### config.mk
export PLATFORM = sky130hd
export DESIGN_NAME = table_fsm
export DESIGN_NICKNAME = d
export VERILOG_FILES = /design/src/rtl/table_fsm.sv
export SDC_FILE = /design/constraint.sdc
export NUM_CORES = 1
export LEC_CHECK = 0
export BUFFER_PORTS_ARGS = -buffer_cell sky130_fd_sc_hd__buf_2
export CAP_MARGIN = 20
export CORE_MARGIN = 2
export CORE_UTILIZATION = 45
export CTS_CLUSTER_SIZE = 12
export DETAILED_ROUTE_END_ITERATION = 16
export GPL_TIMING_DRIVEN = 0
export HOLD_SLACK_MARGIN = 0.03
export PLACE_DENSITY = 0.61
export SLEW_MARGIN = 20
export SYNTH_ARGS = -nofsm -noshare
export SYNTH_HDL_FRONTEND = slang
export SYNTH_SLANG_ARGS = --single-unit
### constraint.sdc
create_clock -name clk -period 10.35 [get_ports clk]
set_input_delay 1.035 -clock clk [delete_from_list [all_inputs] [get_ports clk]]
set_output_delay 1.035 -clock clk [all_outputs]
set_load 0.005 [all_outputs]
### src/rtl/table_fsm.sv
// -----------------------------------------------------------------------------
// table_fsm
//
// Programmable, table-driven state machine stepped by a two-bit symbol {a,b}.
// The next-state table (NSTATES rows x 4 symbol columns) is written at run time
// through the cfg_* port, so the same block can implement any sequence or
// gesture recogniser with up to NSTATES states.
//
// Each table entry holds {valid, next}. A step (en=1) looks up the entry for
// the current state and symbol:
//   - valid and next in range : move to next, count the step
//   - not valid               : hold the state, pulse err, count the error
//   - valid but next too large: force state 0, pulse err, count the error
// A corrupted state register (state >= NSTATES) is also recovered to 0 with
// an error on the next step.
//
// Ports:
//   clk        clock, all state changes on the rising edge
//   rst        asynchronous reset, active-high (clears state, counters, table)
//   en         step strobe; a/b are sampled only when en=1
//   a, b       symbol bits, sym = {a,b}
//   cfg_we     table write strobe
//   cfg_state  table row to write (source state); rows >= NSTATES are ignored
//   cfg_sym    table column to write (symbol)
//   cfg_next   destination state to store (stored as-is, checked when used)
//   cfg_valid  1 = legal transition, 0 = illegal
//   out        Moore (MEALY=0): registered current state
//              Mealy (MEALY=1): combinational look-ahead of the next state
//   err        one-cycle pulse after an illegal step
//   err_cnt    saturating count of illegal steps
//   step_cnt   wrapping count of legal steps
// -----------------------------------------------------------------------------
module table_fsm #(
    parameter int SW      = 4,
    parameter int NSTATES = 6,
    parameter int MEALY   = 0,
    parameter int ERRW    = 8
) (
    input  logic            clk,
    input  logic            rst,
    input  logic            en,
    input  logic            a,
    input  logic            b,
    input  logic            cfg_we,
    input  logic [SW-1:0]   cfg_state,
    input  logic [1:0]      cfg_sym,
    input  logic [SW-1:0]   cfg_next,
    input  logic            cfg_valid,
    output logic [SW-1:0]   out,
    output logic            err,
    output logic [ERRW-1:0] err_cnt,
    output logic [15:0]     step_cnt
);

    // Row index width: just wide enough to address NSTATES rows.
    localparam int IDXW = (NSTATES > 1) ? $clog2(NSTATES) : 1;
    // NSTATES as an SW+1 bit value so NSTATES == 2**SW still compares correctly.
    localparam logic [SW:0] NST_W = (SW + 1)'(NSTATES);

    // Outcome of the current cycle's step request.
    typedef enum logic [1:0] {
        STEP_IDLE   = 2'd0,   // no step requested
        STEP_GO     = 2'd1,   // legal transition
        STEP_HOLD   = 2'd2,   // illegal entry, state held
        STEP_FORCE0 = 2'd3    // bad destination or corrupted state, go to 0
    } step_e;

    // Saturating increment for the error counter.
    function automatic logic [ERRW-1:0] sat_inc(input logic [ERRW-1:0] v);
        logic [ERRW-1:0] r;
        if (v == {ERRW{1'b1}}) begin
            r = v;
        end else begin
            r = v + ERRW'(1);
        end
        return r;
    endfunction

    // Transition table storage.
    logic            tbl_valid_q [NSTATES][4];
    logic [SW-1:0]   tbl_next_q  [NSTATES][4];

    // Machine state and counters.
    logic [SW-1:0]   state_q,    state_d;
    logic            err_q,      err_d;
    logic [ERRW-1:0] err_cnt_q,  err_cnt_d;
    logic [15:0]     step_cnt_q, step_cnt_d;

    // Lookup path.
    logic [1:0]      sym_s;
    logic            state_ok_s;
    logic [IDXW-1:0] row_s;
    logic            e_valid_s;
    logic [SW-1:0]   e_next_s;
    logic            e_next_ok_s;
    step_e           step_s;

    // Config write decode.
    logic            cfg_row_ok_s;
    logic [IDXW-1:0] cfg_row_s;

    assign sym_s        = {a, b};
    assign state_ok_s   = ({1'b0, state_q} < NST_W);
    // A corrupted state would index past the table; read row 0 instead, the
    // entry is ignored in that case anyway.
    assign row_s        = state_ok_s ? state_q[IDXW-1:0] : {IDXW{1'b0}};
    assign e_valid_s    = tbl_valid_q[row_s][sym_s];
    assign e_next_s     = tbl_next_q[row_s][sym_s];
    assign e_next_ok_s  = ({1'b0, e_next_s} < NST_W);

    assign cfg_row_ok_s = ({1'b0, cfg_state} < NST_W);
    assign cfg_row_s    = cfg_state[IDXW-1:0];

    // Table write port; a step on the same edge still sees the old entry
    // because the lookup reads the registered contents.
    always_ff @(posedge clk or posedge rst) begin
        if (rst) begin
            for (int r = 0; r < NSTATES; r++) begin
                for (int c = 0; c < 4; c++) begin
                    tbl_valid_q[r][c] <= 1'b0;
                    tbl_next_q[r][c]  <= {SW{1'b0}};
                end
            end
        end else if (cfg_we && cfg_row_ok_s) begin
            tbl_valid_q[cfg_row_s][cfg_sym] <= cfg_valid;
            tbl_next_q[cfg_row_s][cfg_sym]  <= cfg_next;
        end else begin
            // table holds
        end
    end

    // Classify the step request for this cycle.
    always_comb begin
        step_s = STEP_IDLE;
        if (!en) begin
            step_s = STEP_IDLE;
        end else if (!state_ok_s) begin
            step_s = STEP_FORCE0;
        end else if (!e_valid_s) begin
            step_s = STEP_HOLD;
        end else if (!e_next_ok_s) begin
            step_s = STEP_FORCE0;
        end else begin
            step_s = STEP_GO;
        end
    end

    // Next-state and counter update for each step outcome.
    always_comb begin
        state_d    = state_q;
        err_d      = 1'b0;
        err_cnt_d  = err_cnt_q;
        step_cnt_d = step_cnt_q;
        case (step_s)
            STEP_IDLE: begin
                state_d = state_q;
            end
            STEP_GO: begin
                state_d    = e_next_s;
                step_cnt_d = step_cnt_q + 16'd1;
            end
            STEP_HOLD: begin
                state_d   = state_q;
                err_d     = 1'b1;
                err_cnt_d = sat_inc(err_cnt_q);
            end
            STEP_FORCE0: begin
                state_d   = {SW{1'b0}};
                err_d     = 1'b1;
                err_cnt_d = sat_inc(err_cnt_q);
            end
            default: begin
                state_d = {SW{1'b0}};
            end
        endcase
    end

    // State, error flag and counter registers.
    always_ff @(posedge clk or posedge rst) begin
        if (rst) begin
            state_q    <= {SW{1'b0}};
            err_q      <= 1'b0;
            err_cnt_q  <= {ERRW{1'b0}};
            step_cnt_q <= 16'd0;
        end else begin
            state_q    <= state_d;
            err_q      <= err_d;
            err_cnt_q  <= err_cnt_d;
            step_cnt_q <= step_cnt_d;
        end
    end

    // In Mealy mode the output is the state the register is about to take:
    // the legal destination, 0 for a bad destination, or the held state.
    // While rst is high the table is empty and state is 0, so this is 0 too.
    generate
        if (MEALY != 0) begin : g_mealy
            assign out = state_d;
        end else begin : g_moore
            assign out = state_q;
        end
    endgenerate

    assign err      = err_q;
    assign err_cnt  = err_cnt_q;
    assign step_cnt = step_cnt_q;

endmodule
======== Word level (Yosys, flattened, before mapping) ========
Index checks and enable logic that the tools add are counted.
word-level totals
  bits in registers ....................... 149
  bits of input ports ..................... 17
  output and inout bits ................... 29
operators by class
  add/subtract/negate cells ............... 2
  magnitude comparators ................... 9
  eq/ne operators ......................... 4
  multiplexer cells ....................... 29
  bitwise logic cells ..................... 5
  reductions and logical operators ........ 7
operators with widths
  kind                     count
  $bwmux W96               1
  $bmux W16 S3             1
  $demux W16 S3            1
  $mux W16                 3
  $bwmux W24               1
  $mux W4                  6
  $add A16 B1 Y16 const B  1
  $bmux W4 S3              1
  $demux W4 S3             1
  $lt A4 B3 Y1 const B     3
  $add A8 B1 Y8 const B    1
  $bmux W4 S2              1
  $demux W4 S2             1
  $eq A8 B8 Y1 const B     1
  $ge A4 B4 Y1 const B     2
  $mux W2                  4
  $not A3 Y4               2
  $pmux W4 S2              1
  $ge A3 B3 Y1 const B     2
  $not A2 Y3               2
  $eq A2 B2 Y1 const B     2
  $lt A4 B1 Y1 const B     1
  $mux W1                  4
  $reduce_or A2 Y1         2
  9 further kinds          11

======== Depth between registers and ports, before layout ========
Gate-level depths: netlist of run 1.
  depth after elaboration ................. 17
  depth in mapped cells ................... 13
  mapped depth without buffers ............ 8

======== Worst setup path after synthesis of run 1 ========
No wires, ideal clock.
  path type ............................... input to register
  start ................................... in a
  end ..................................... reg err_cnt_q[1], in the netlist err_cnt[1]
  data arrival time ....................... 3150 ps
  slack ................................... 7075 ps
  cell stages on the path ................. 9
  buffers on the path ..................... 1
  path through ............................ buf_4 -> clkinv_1 -> or2_0 -> a211o_1 -> a41o_1 -> o32ai_2 -> nor4_4 -> or3b_4 -> mux2_4
between the ends
  word-level cells in the longest chain between the ends .. 12
ends and longest elaborated chain
  what                                        RTL line  text
  from (decl)                                 42        input logic a,
  $not A2 Y3 (not written as such) *          107, 108
  $bmux W4 S2                                 108       assign e_next_s = tbl_next_q[row_s][sym_s];
  $mux W4 (not written as such) (2 in a row)  108
  $lt A4 B3 Y1                                109       assign e_next_ok_s = ({1'b0, e_next_s} < NST_W);
  $mux W2                                     141       end else if (!e_next_ok_s) begin
  $mux W2 *                                   139       end else if (!e_valid_s) begin
  $mux W2 *                                   137       end else if (!state_ok_s) begin
  $mux W2 *                                   135       if (!en) begin
  $eq A2 B2 Y1                                154       case (step_s)
  $reduce_or A2 Y1 (no source line) *         n/a
  $reduce_and A2 Y1 (no source line) *        n/a
  to (signal assigned)                        183       err_cnt_q <= {ERRW{1'b0}};
  to (signal assigned)                        188       err_cnt_q <= err_cnt_d;
  to (decl)                                   86        logic [ERRW-1:0] err_cnt_q, err_cnt_d;
Every way passes the cells marked *; elsewhere a longest branch is shown, timed or not. The select of a mux whose other input is x is not followed.
A chain may end at the register's enable or synchronous reset.

======== Worst setup path in the final report of run 1 ========
  start ................................... in a
  end ..................................... reg step_cnt_q[9], in the netlist step_cnt[9]
between the ends
  word-level cells in the longest chain between the ends .. 10
ends and longest elaborated chain
  what                                        RTL line  text
  $not A2 Y3 (not written as such) *          107, 108
  $bmux W4 S2                                 108
  $mux W4 (not written as such) (2 in a row)  108
  $lt A4 B3 Y1                                109
  $mux W2                                     141
  $mux W2 *                                   139
  $mux W2 *                                   137
  $mux W2 *                                   135
  $eq A2 B1 Y1 *                              154
  to (signal assigned)                        189       step_cnt_q <= step_cnt_d;
  to (decl)                                   87        logic [15:0] step_cnt_q, step_cnt_d;
Marks and branches as above.

==> qor.yml, run 1 <==
status:
  outcome: "completed"
clock_network:
  post_cts_buffers: 0
  cts_tree: "built"
  clockBufferDepth: 2
  clock-sinks: 149
  root_buffer: "clkbuf_16"
  h-tree-depth: 4
  holdBufCountCts: 0
  ctsResizeCount: 0
  clk_latency_ps: 430
  path_clk_slew_ps: 60
  numCtsBuffers: 17
placed_design:
  port_buffers: 43
  place.gp.congestion: 0.877
  place_ws_ps: 6340
  dpl.hpwl_um: 13000
run:
  max_cap_violations: 0
route:
  wl_met2_um: 9040
  num_vias: 4948
  drt_first_pass_iters: 5
  drtIter0Drc: 328
  met3_wirelength_um: 729
  drt_wl_total_um: 18300
  via_per_inst: 5.79
  wl_met1_um: 8020
  routed.top_layer: "met4"
  antenna_left: 0
  wl_per_cell_um: 21.4
  drc: 0
setup_path:
  worstPathArrival_ps: 3920
  startpoint_type: "input pin"
  cp-end-kind: "flop"
  worstSetupStartpoint: "a"
  regToRegEndpoint: "step_cnt[9]$_DFFE_PP0N_"
  r2r_setup_slack_ps: 6950
  cp.required_ps: 10670
  cp_max_fo: 10
  r2r_start: "out[0]$_DFFE_PP0N_"
  path_class: "in2reg"
  r2r_cells: 13
  crit_end: "step_cnt[9]$_DFFE_PP0N_"
sta:
  min_period_over_period: 0.348
  setup_viol: 0
  drv_slew: 0
  rsz0062_at_grt: "no"
  worstMarginPinSlew_ps: 781
  clock.fmax_mhz: 278
  tns_ps: 0
  fin_skew_ps: 9.03
  setup_ws_ps: 6750
  finalHoldViolCount: 0
  finalCriticalPeriod_ps: 3600
  max_slew_margin: 0.478
synth:
  synth_ff_type: "dfrtp_1"
  synth_nets: 581
  ys_seq_elements: 149
  syn_area_um2: 7260
  yosys_warnings: 0
  synth_most_common_cell: "dfrtp_1"
  postSynth.asyncResetShare: 1.00
  synth_cell_type_count: 62
  synth_area_per_cell_um2: 12.9
  synth_commonest_cells: "dfrtp_1, mux2_2, nor2_1"
  synth_cells: 562
  yosys.area.top_type_share: 0.513
  synthTopCellsByArea: "dfrtp_1, mux2_2, mux4_2"
  synth-seq-area-share: 0.513
  synth-edff-count: 0
  synth_top_cell_by_area: "dfrtp_1"
power:
  p_leak_nw: 3.89
  power_per_cell_area_nw_per_um2: 209
  ir_drop_mv: 0.126
final_layout:
  drive_above_1_share: 0.386
  nets: 644
  antenna_cells: 0
  area_growth_pct: 15.9
die:
  die_w_um: 131
  die_area_um2: 17200
  floorplan.initialDensity: 0.459
  die_h_um: 131
  ioPinCount: 46
  row_count: 46
  core_area_um2: 15800
global_routing:
  grt-ovfl-total: 0
  track_usage: 0.229
  antenna_found_initial: 0
  grt_pass1_vias: 5113
  grt_pass1_wl_um: 28700
  grt_start_max_net_pins: 105
worst_hold_path:
  hold_class: "reg2reg"
  holdPathStages: 1
==> where the power goes <==
part / switching (mW) / internal [mW] / leakage (nW) / total (mW)
Combinational: 0.206 / 0.184 / 1.58 / 0.390
Clock: 0.251 / 0.405 / 0.304 / 0.655
Sequential: 0.0544 / 0.659 / 2.00 / 0.713
Total: 0.511 / 1.25 / 3.89 / 1.76
==> layout make-up <==
type | count | area, µm²
inverter | 7 | 33.8
buffer | 34 | 189
tap | 216 | 270
clock buffer | 17 | 425
clock inverter | 15 | 203
timing repair buffer | 44 | 243
sequential | 149 | 3730
fill | 1388 | 7410
multi-input combinational | 372 | 3320
==> layer usage <==
metal	vias up	track usage
met5	-	0
met4	0	0.0951
met2	134	0.380
met3	39	0.0485
li1	2204	-
met1	2571	0.294
==> registers in the layout, summed over array words and instances, names as in the netlist <==
register	cells
err	1
err_cnt	8
out	4
step_cnt	16
tbl_next_q	96
tbl_valid_q	24
==> per-stage QoR <==
step / instances / cell area (µm²) / power, mW / utilization / hold WS (ps)
2_1_floorplan: 562 / 7260 / 0.987 / - / 468
4_1_cts: 854 / 8410 / 1.77 / 0.531 / 474
6_report: 854 / 8420 / 1.76 / 0.532 / 467
5_1_grt: 854 / 8420 / 1.85 / 0.532 / 496
3_3_place_gp: 821 / 7750 / 1.10 / 0.490 / 456
3_5_place_dp: 822 / 7780 / 1.11 / 0.492 / 466
==> how the worst min path moves through the flow <==
stage | start | to | slack [ps]
2_1_floorplan | step_cnt[15]$_DFFE_PP0N_ | step_cnt[15]$_DFFE_PP0N_ | 470
3_3_place_gp | step_cnt[15]$_DFFE_PP0N_ | step_cnt[15]$_DFFE_PP0N_ | 460
3_5_place_dp | step_cnt[15]$_DFFE_PP0N_ | step_cnt[15]$_DFFE_PP0N_ | 470
4_1_cts | step_cnt[15]$_DFFE_PP0N_ | step_cnt[15]$_DFFE_PP0N_ | 470
5_1_grt | step_cnt[15]$_DFFE_PP0N_ | step_cnt[15]$_DFFE_PP0N_ | 500
6_report | step_cnt[15]$_DFFE_PP0N_ | step_cnt[15]$_DFFE_PP0N_ | 470
==> worst max-delay path, stage by stage <==
cell	delay, ps
buf_2	140
buf_4	230
buf_2	380
mux2i_1	160
mux4_2	540
o211ai_1	290
o32ai_2	150
nor4_4	370
buf_6	220
buf_6	150
nand4_1	100
xnor2_1	150
==> cells in the final DEF, fill, tap and decap left out, drive strengths merged, types with 13 or more instances in the layout <==
master	synthesis	layout
a21oi	13	13
buf	15	59
clkbuf	19	36
dfrtp	149	149
mux2	130	130
mux2i	24	24
nand2	23	23
nand3	13	13
nor2	28	28
xnor2	17	17
==> cells by family after synthesis <==
group                    share of synthesized area
AO/OA/AOI/OAI                               0.0548
XOR/XNOR                                    0.0253
adder cells (fa/ha/maj)                    0.00344
buffers and inverters                       0.0296
flip-flops                                   0.513
multiplexers                                 0.273
AND/OR/NAND/NOR                              0.101
Power figures use the tool's default switching activity.
==> inputs of run 2 (changes only) <==
--- a/config.mk
+++ b/config.mk
@@ -13,7 +13,7 @@
 export DETAILED_ROUTE_END_ITERATION = 16
 export GPL_TIMING_DRIVEN = 0
 export HOLD_SLACK_MARGIN = 0.03
-export PLACE_DENSITY = 0.61
+export PLACE_DENSITY = 0.63
 export SLEW_MARGIN = 20
 export SYNTH_ARGS = -nofsm -noshare
 export SYNTH_HDL_FRONTEND = slang
==> constraint.sdc (replaced) <==
create_clock -name clk -period 2.9 [get_ports clk]
set_input_delay 0.29 -clock clk [delete_from_list [all_inputs] [get_ports clk]]
set_output_delay 0.29 -clock clk [all_outputs]
set_load 0.005 [all_outputs]
==> run 2 against run 1 <==
The run now ends with negative setup slack left. Highest routed layer unchanged. Register-to-register slack worse by 7000 ps. Non-clock buffer count up 29. Clock skew down 2.2 ps. Wire length up 3.4%. Global-route usage up 0.46 points. Critical endpoint is now err_cnt[1]$_DFFE_PP0P_. Total power rose to 3.8 times the previous value.
==> qor.yml, run 2 (synthesized netlist as in run 1, its figures left out) <==
sta:
  finalHoldViolCount: 0
  setup_ws_ps: -91.9
  finalCriticalPeriod_ps: 2990
  setup_viol: 6
  worstMarginPinSlew_ps: 803
  whs_ps: 173
  fin_skew_ps: 6.83
  rsz0062_at_grt: "yes"
  clock.fmax_mhz: 334
  min_period_over_period: 1.03
  drv_slew: 0
  tns_ps: -193
  max_slew_margin: 0.462
clock_network:
  clk_latency_ps: 430
  root_buffer: "clkbuf_16"
  clockBufferDepth: 2
  cts_tree: "built"
  h-tree-depth: 4
  path_clk_slew_ps: 60
  numCtsBuffers: 17
  clock-sinks: 149
die:
  row_count: 46
  ioPinCount: 46
  floorplan.initialDensity: 0.459
  die_w_um: 131
  core_area_um2: 15800
  die_h_um: 131
  die_area_um2: 17200
setup_path:
  cp.required_ps: 3210
  path_class: "reg2reg"
  startpoint_type: "flop"
  cp-end-kind: "flop"
  r2r_start: "out[2]$_DFFE_PP0N_"
  cp_max_fo: 6
  r2r_cells: 10
  worstSetupStartpoint: "out[2]$_DFFE_PP0N_"
  worstPathArrival_ps: 3300
worst_hold_path:
  hp-start: "cfg_next[2]"
  holdPathStages: 2
  hold_class: "in2reg"
final_layout:
  mostFrequentLayoutCell: "dfrtp_1"
  area_growth_pct: 23.0
  final_cell_mix: "dfrtp_1, mux2_2, buf_2, nor2_1, buf_4"
  nets: 673
  largest-register: "tbl_next_q"
  finalNonFillerCells: 883
  drive_above_1_share: 0.441
  largest_register_ffs: 96
  antenna_cells: 0
global_routing:
  track_usage: 0.234
  antenna_found_initial: 0
  grt_pass1_vias: 5417
  grt-ovfl-total: 0
  grt_pass1_wl_um: 29400
  grt_start_max_net_pins: 35
route:
  via_per_inst: 5.79
  drt_wl_total_um: 18900
  drc: 0
  wl_per_cell_um: 21.4
  antenna_left: 0
  drtIter0Drc: 330
  num_vias: 5113
  drt_first_pass_iters: 4
status:
  violations: "negative setup slack"
  outcome: "finished with violations"
placed_design:
  dpl.cell_count: 826
  place.gp.congestion: 0.892
  dpl.hpwl_um: 13100
  port_buffers: 43
power:
  p_leak_nw: 4.10
  ir_drop_mv: 0.490
  internal_power_mw: 4.70
  switching_share: 0.293
  power_frac_clock: 0.351
  p_comb_frac: 0.265
  sequentialPowerShare: 0.384
  p_switching_mw: 1.94
  power_per_cell_area_nw_per_um2: 744
  finalPower_mw: 6.64
run:
  max_cap_violations: 0
run 2: changes by cell type in the layout (fill, tap and decap cells not counted), sizes merged:
cell         change
clkinv           -4
clkbuf           +3
dlygate4sd3      +1
clkinvlp         +5
buf             +28
inv              -4
run 2: power by group through the flow:
stage	registers (mW)	logic [mW]	clock network, mW
after detailed placement	2.58	1.40	0
after floorplan	2.53	0.989	0
after global placement	2.56	1.36	0
after CTS	2.54	1.70	2.37
after global routing	2.58	1.89	2.45
final	2.55	1.76	2.33
run 2: final cells by class:
type                       count  area (µm²)
fill                        1297        6900
timing repair buffer          74         559
multi-input combinational    372        3510
sequential                   149        3730
tap                          216         270
inverter                       7        30.0
clock inverter                12         179
clock buffer                  20         447
buffer                        33         209
run 2: worst max-delay path, stage by stage (launching register included):
cell     delay (ps)
dfrtp_1         360
buf_6           140
or3b_4          420
or2_1           240
a211o_1         240
a41o_1          270
o32ai_4         320
nor4_4           50
buf_4           160
or3b_4          380
mux2_4          300
run 2: final timing paths:
kind                                                   end  slack [ps]
max in group asynchronous       tbl_next_q[28]$_DFFE_PP0P_        1440
worst max-delay path                err_cnt[1]$_DFFE_PP0P_         -90
worst min register to register    step_cnt[15]$_DFFE_PP0N_         490
worst min-delay path            tbl_next_q[50]$_DFFE_PP0P_         170
worst max register to register      err_cnt[1]$_DFFE_PP0P_         -90
min in group asynchronous           err_cnt[6]$_DFFE_PP0P_         480
run 2: through the flow:
stage | utilization | cell area [µm²] | setup slack, ps
6_report | 0.564 | 8930 | -91.9
5_1_grt | 0.564 | 8930 | -195
4_1_cts | 0.560 | 8860 | -77.4
3_5_place_dp | 0.497 | 7870 | -524
3_3_place_gp | 0.490 | 7750 | -515
2_1_floorplan | - | 7270 | 80.4
run 2: repair_timing:
action	4_1_cts	5_1_grt
resized for setup	44	12
buffers inserted	22	2
pin swaps	20	18
cloned	1	0
hold buffers	1	0
setup endpoints to repair	28	28
hold endpoints to repair	24	0
run 2: layer usage:
metal  up-vias  GRT usage  part of all wire
met5         -          0                 0
met4         0     0.0870             0.022
met3        32     0.0472             0.050
met2       155      0.404              0.51
met1      2670      0.291              0.42
li1       2256          -                 -
==> inputs of run 3 (changes only) <==
==> constraint.sdc (replaced) <==
create_clock -name clk -period 2.75 [get_ports clk]
set_input_delay 0.275 -clock clk [delete_from_list [all_inputs] [get_ports clk]]
set_output_delay 0.275 -clock clk [all_outputs]
set_load 0.005 [all_outputs]
==> run 3 against run 2 <==
The run still ends with negative setup slack left. Sequential share of layout area down 0.19 points. Final area up 0.46%. Via count up 0.63%. Total power up 6.6%. Combinational power up 12%. Core utilization up 0.26 points. Sequential power up 6%. Cell count up 0.23%. Hold slack better by 1.3 ps. First-iteration DRC count unchanged. Wire length up 0.45%. Maximum frequency down 0.12%.
==> qor.yml, run 3 (synthesized netlist as in run 1, its figures left out) <==
setup_path:
  r2r_cells: 14
  startpoint_type: "flop"
  slowest_stage: "mux4_2"
  r2r_start: "out[2]$_DFFE_PP0N_"
  cp-end-kind: "flop"
  crit_end: "step_cnt[8]$_DFFE_PP0N_"
  regToRegEndpoint: "step_cnt[8]$_DFFE_PP0N_"
  r2r_setup_slack_ps: -250
  critPathBufInv: 6
  path_depth: 14
  path_class: "reg2reg"
  worstSetupStartpoint: "out[2]$_DFFE_PP0N_"
  cp.required_ps: 3050
  critPathMaxStageDelay_ps: 480
  cp_max_fo: 6
  crit_chain: "buf_6, a21oi_4, nand2_4, buf_12, mux4_2, o211ai_1, o32ai_4, nor4_4, buf_4, buf_8, buf_6, buf_8, nand4_1, xnor2_1"
  cp_top_family: "buffers and inverters"
  worstPathArrival_ps: 3300
final_layout:
  final_cell_mix: "dfrtp_1, mux2_2, buf_2, buf_4, nor2_1"
  regArea_um2: 3730
  area_growth_pct: 23.5
  nets: 677
  antenna_cells: 0
  multi_input_area_um2: 3570
  design_area_um2: 8970
  mostFrequentLayoutCell: "dfrtp_1"
  largest_register_ffs: 96
  largest-register: "tbl_next_q"
  drive_above_1_share: 0.453
  utilization: 0.567
  finalNonFillerCells: 885
  fill_cells: 1287
route:
  drtIter0Drc: 330
  antenna_left: 0
  drt_wl_total_um: 19000
  num_vias: 5145
  drt_first_pass_iters: 6
  drc: 0
  wl_per_cell_um: 21.5
  via_per_inst: 5.81
sta:
  worstMarginPinSlew_ps: 743
  fin_skew_ps: 5.88
  setup_viol: 27
  min_period_over_period: 1.09
  setup_ws_ps: -245
  max_slew_margin: 0.503
  finalHoldViolCount: 0
  rsz0062_at_grt: "yes"
  finalCriticalPeriod_ps: 3000
  drv_slew: 0
  clock.fmax_mhz: 334
die:
  core_area_um2: 15800
  floorplan.initialDensity: 0.459
  ioPinCount: 46
  row_count: 46
  die_w_um: 131
  die_h_um: 131
  die_area_um2: 17200
status:
  outcome: "finished with violations"
  violations: "negative setup slack"
placed_design:
  dpl.cell_count: 825
  place.gp.congestion: 0.894
  dpl.hpwl_um: 12800
  port_buffers: 43
  placed_area_um2: 7830
power:
  p_leak_nw: 4.15
  ir_drop_mv: 0.511
  power_per_cell_area_nw_per_um2: 789
run:
  max_cap_violations: 0
clock_network:
  clockBufferDepth: 2
  clock-sinks: 149
  h-tree-depth: 4
  numCtsBuffers: 17
  path_clk_slew_ps: 60
  clk_latency_ps: 420
  cts_tree: "built"
  root_buffer: "clkbuf_16"
global_routing:
  antenna_found_initial: 0
  grt_pass1_wl_um: 29400
  track_usage: 0.234
  grt_pass1_vias: 5246
  grt-ovfl-total: 0
  grt_start_max_net_pins: 35
worst_hold_path:
  hold_class: "in2reg"
  hp-start: "cfg_next[3]"
## run 3: worst min path at each step
stage,end,cells after the start
global placement,step_cnt[15]$_DFFE_PP0N_,1
global route,tbl_next_q[75]$_DFFE_PP0P_,2
floorplan,tbl_next_q[42]$_DFFE_PP0P_,1
detailed placement,err_cnt[7]$_DFFE_PP0P_,2
CTS,tbl_valid_q[21]$_DFFE_PP0P_,2
finish,tbl_next_q[75]$_DFFE_PP0P_,2
## run 3: report_power, final
group | internal, mW | switching, mW | leakage (nW) | total (mW)
Sequential | 2.48 | 0.214 | 2.00 | 2.70
Clock | 1.53 | 0.875 | 0.295 | 2.40
Combinational | 1.01 | 0.977 | 1.86 | 1.98
Total | 5.01 | 2.07 | 4.15 | 7.08
## run 3: routing by layer
| layer | global-route usage | vias up | share of wire |
|---|---|---|---|
| met5 | 0 | - | 0 |
| met4 | 0.0901 | 0 | 0.029 |
| met3 | 0.0525 | 38 | 0.055 |
| met2 | 0.379 | 179 | 0.49 |
| met1 | 0.308 | 2662 | 0.43 |
| li1 | - | 2266 | - |
## run 3: repair_timing
action,CTS,global route
hold buffers,1,0
setup buffers,23,11
gates resized for setup,52,24
endpoints found under the hold margin,20,0
setup endpoints to repair,28,28
pin swaps,16,19
## run 3: cell type report
type | count | share of cell area
clock inverters | 10 | 0.0174
multi-input cells | 372 | 0.398
clock buffers | 20 | 0.0498
inverters | 7 | 0.00376
repair buffers | 78 | 0.0612
plain buffers | 33 | 0.0236
well taps | 216 | 0.0301
flip-flops and latches | 149 | 0.416
## run 3: metrics by stage
step | hold WS (ps) | power, mW | setup slack (ps) | TNS, ps
global placement | 459 | 4.13 | -615 | -51450
finish | 175 | 7.08 | -245 | -4190
global route | 167 | 7.40 | -331 | -6240
CTS | 163 | 6.96 | -286 | -4590
detailed placement | 365 | 4.19 | -596 | -13200
floorplan | 427 | 3.72 | -10.3 | -10.3
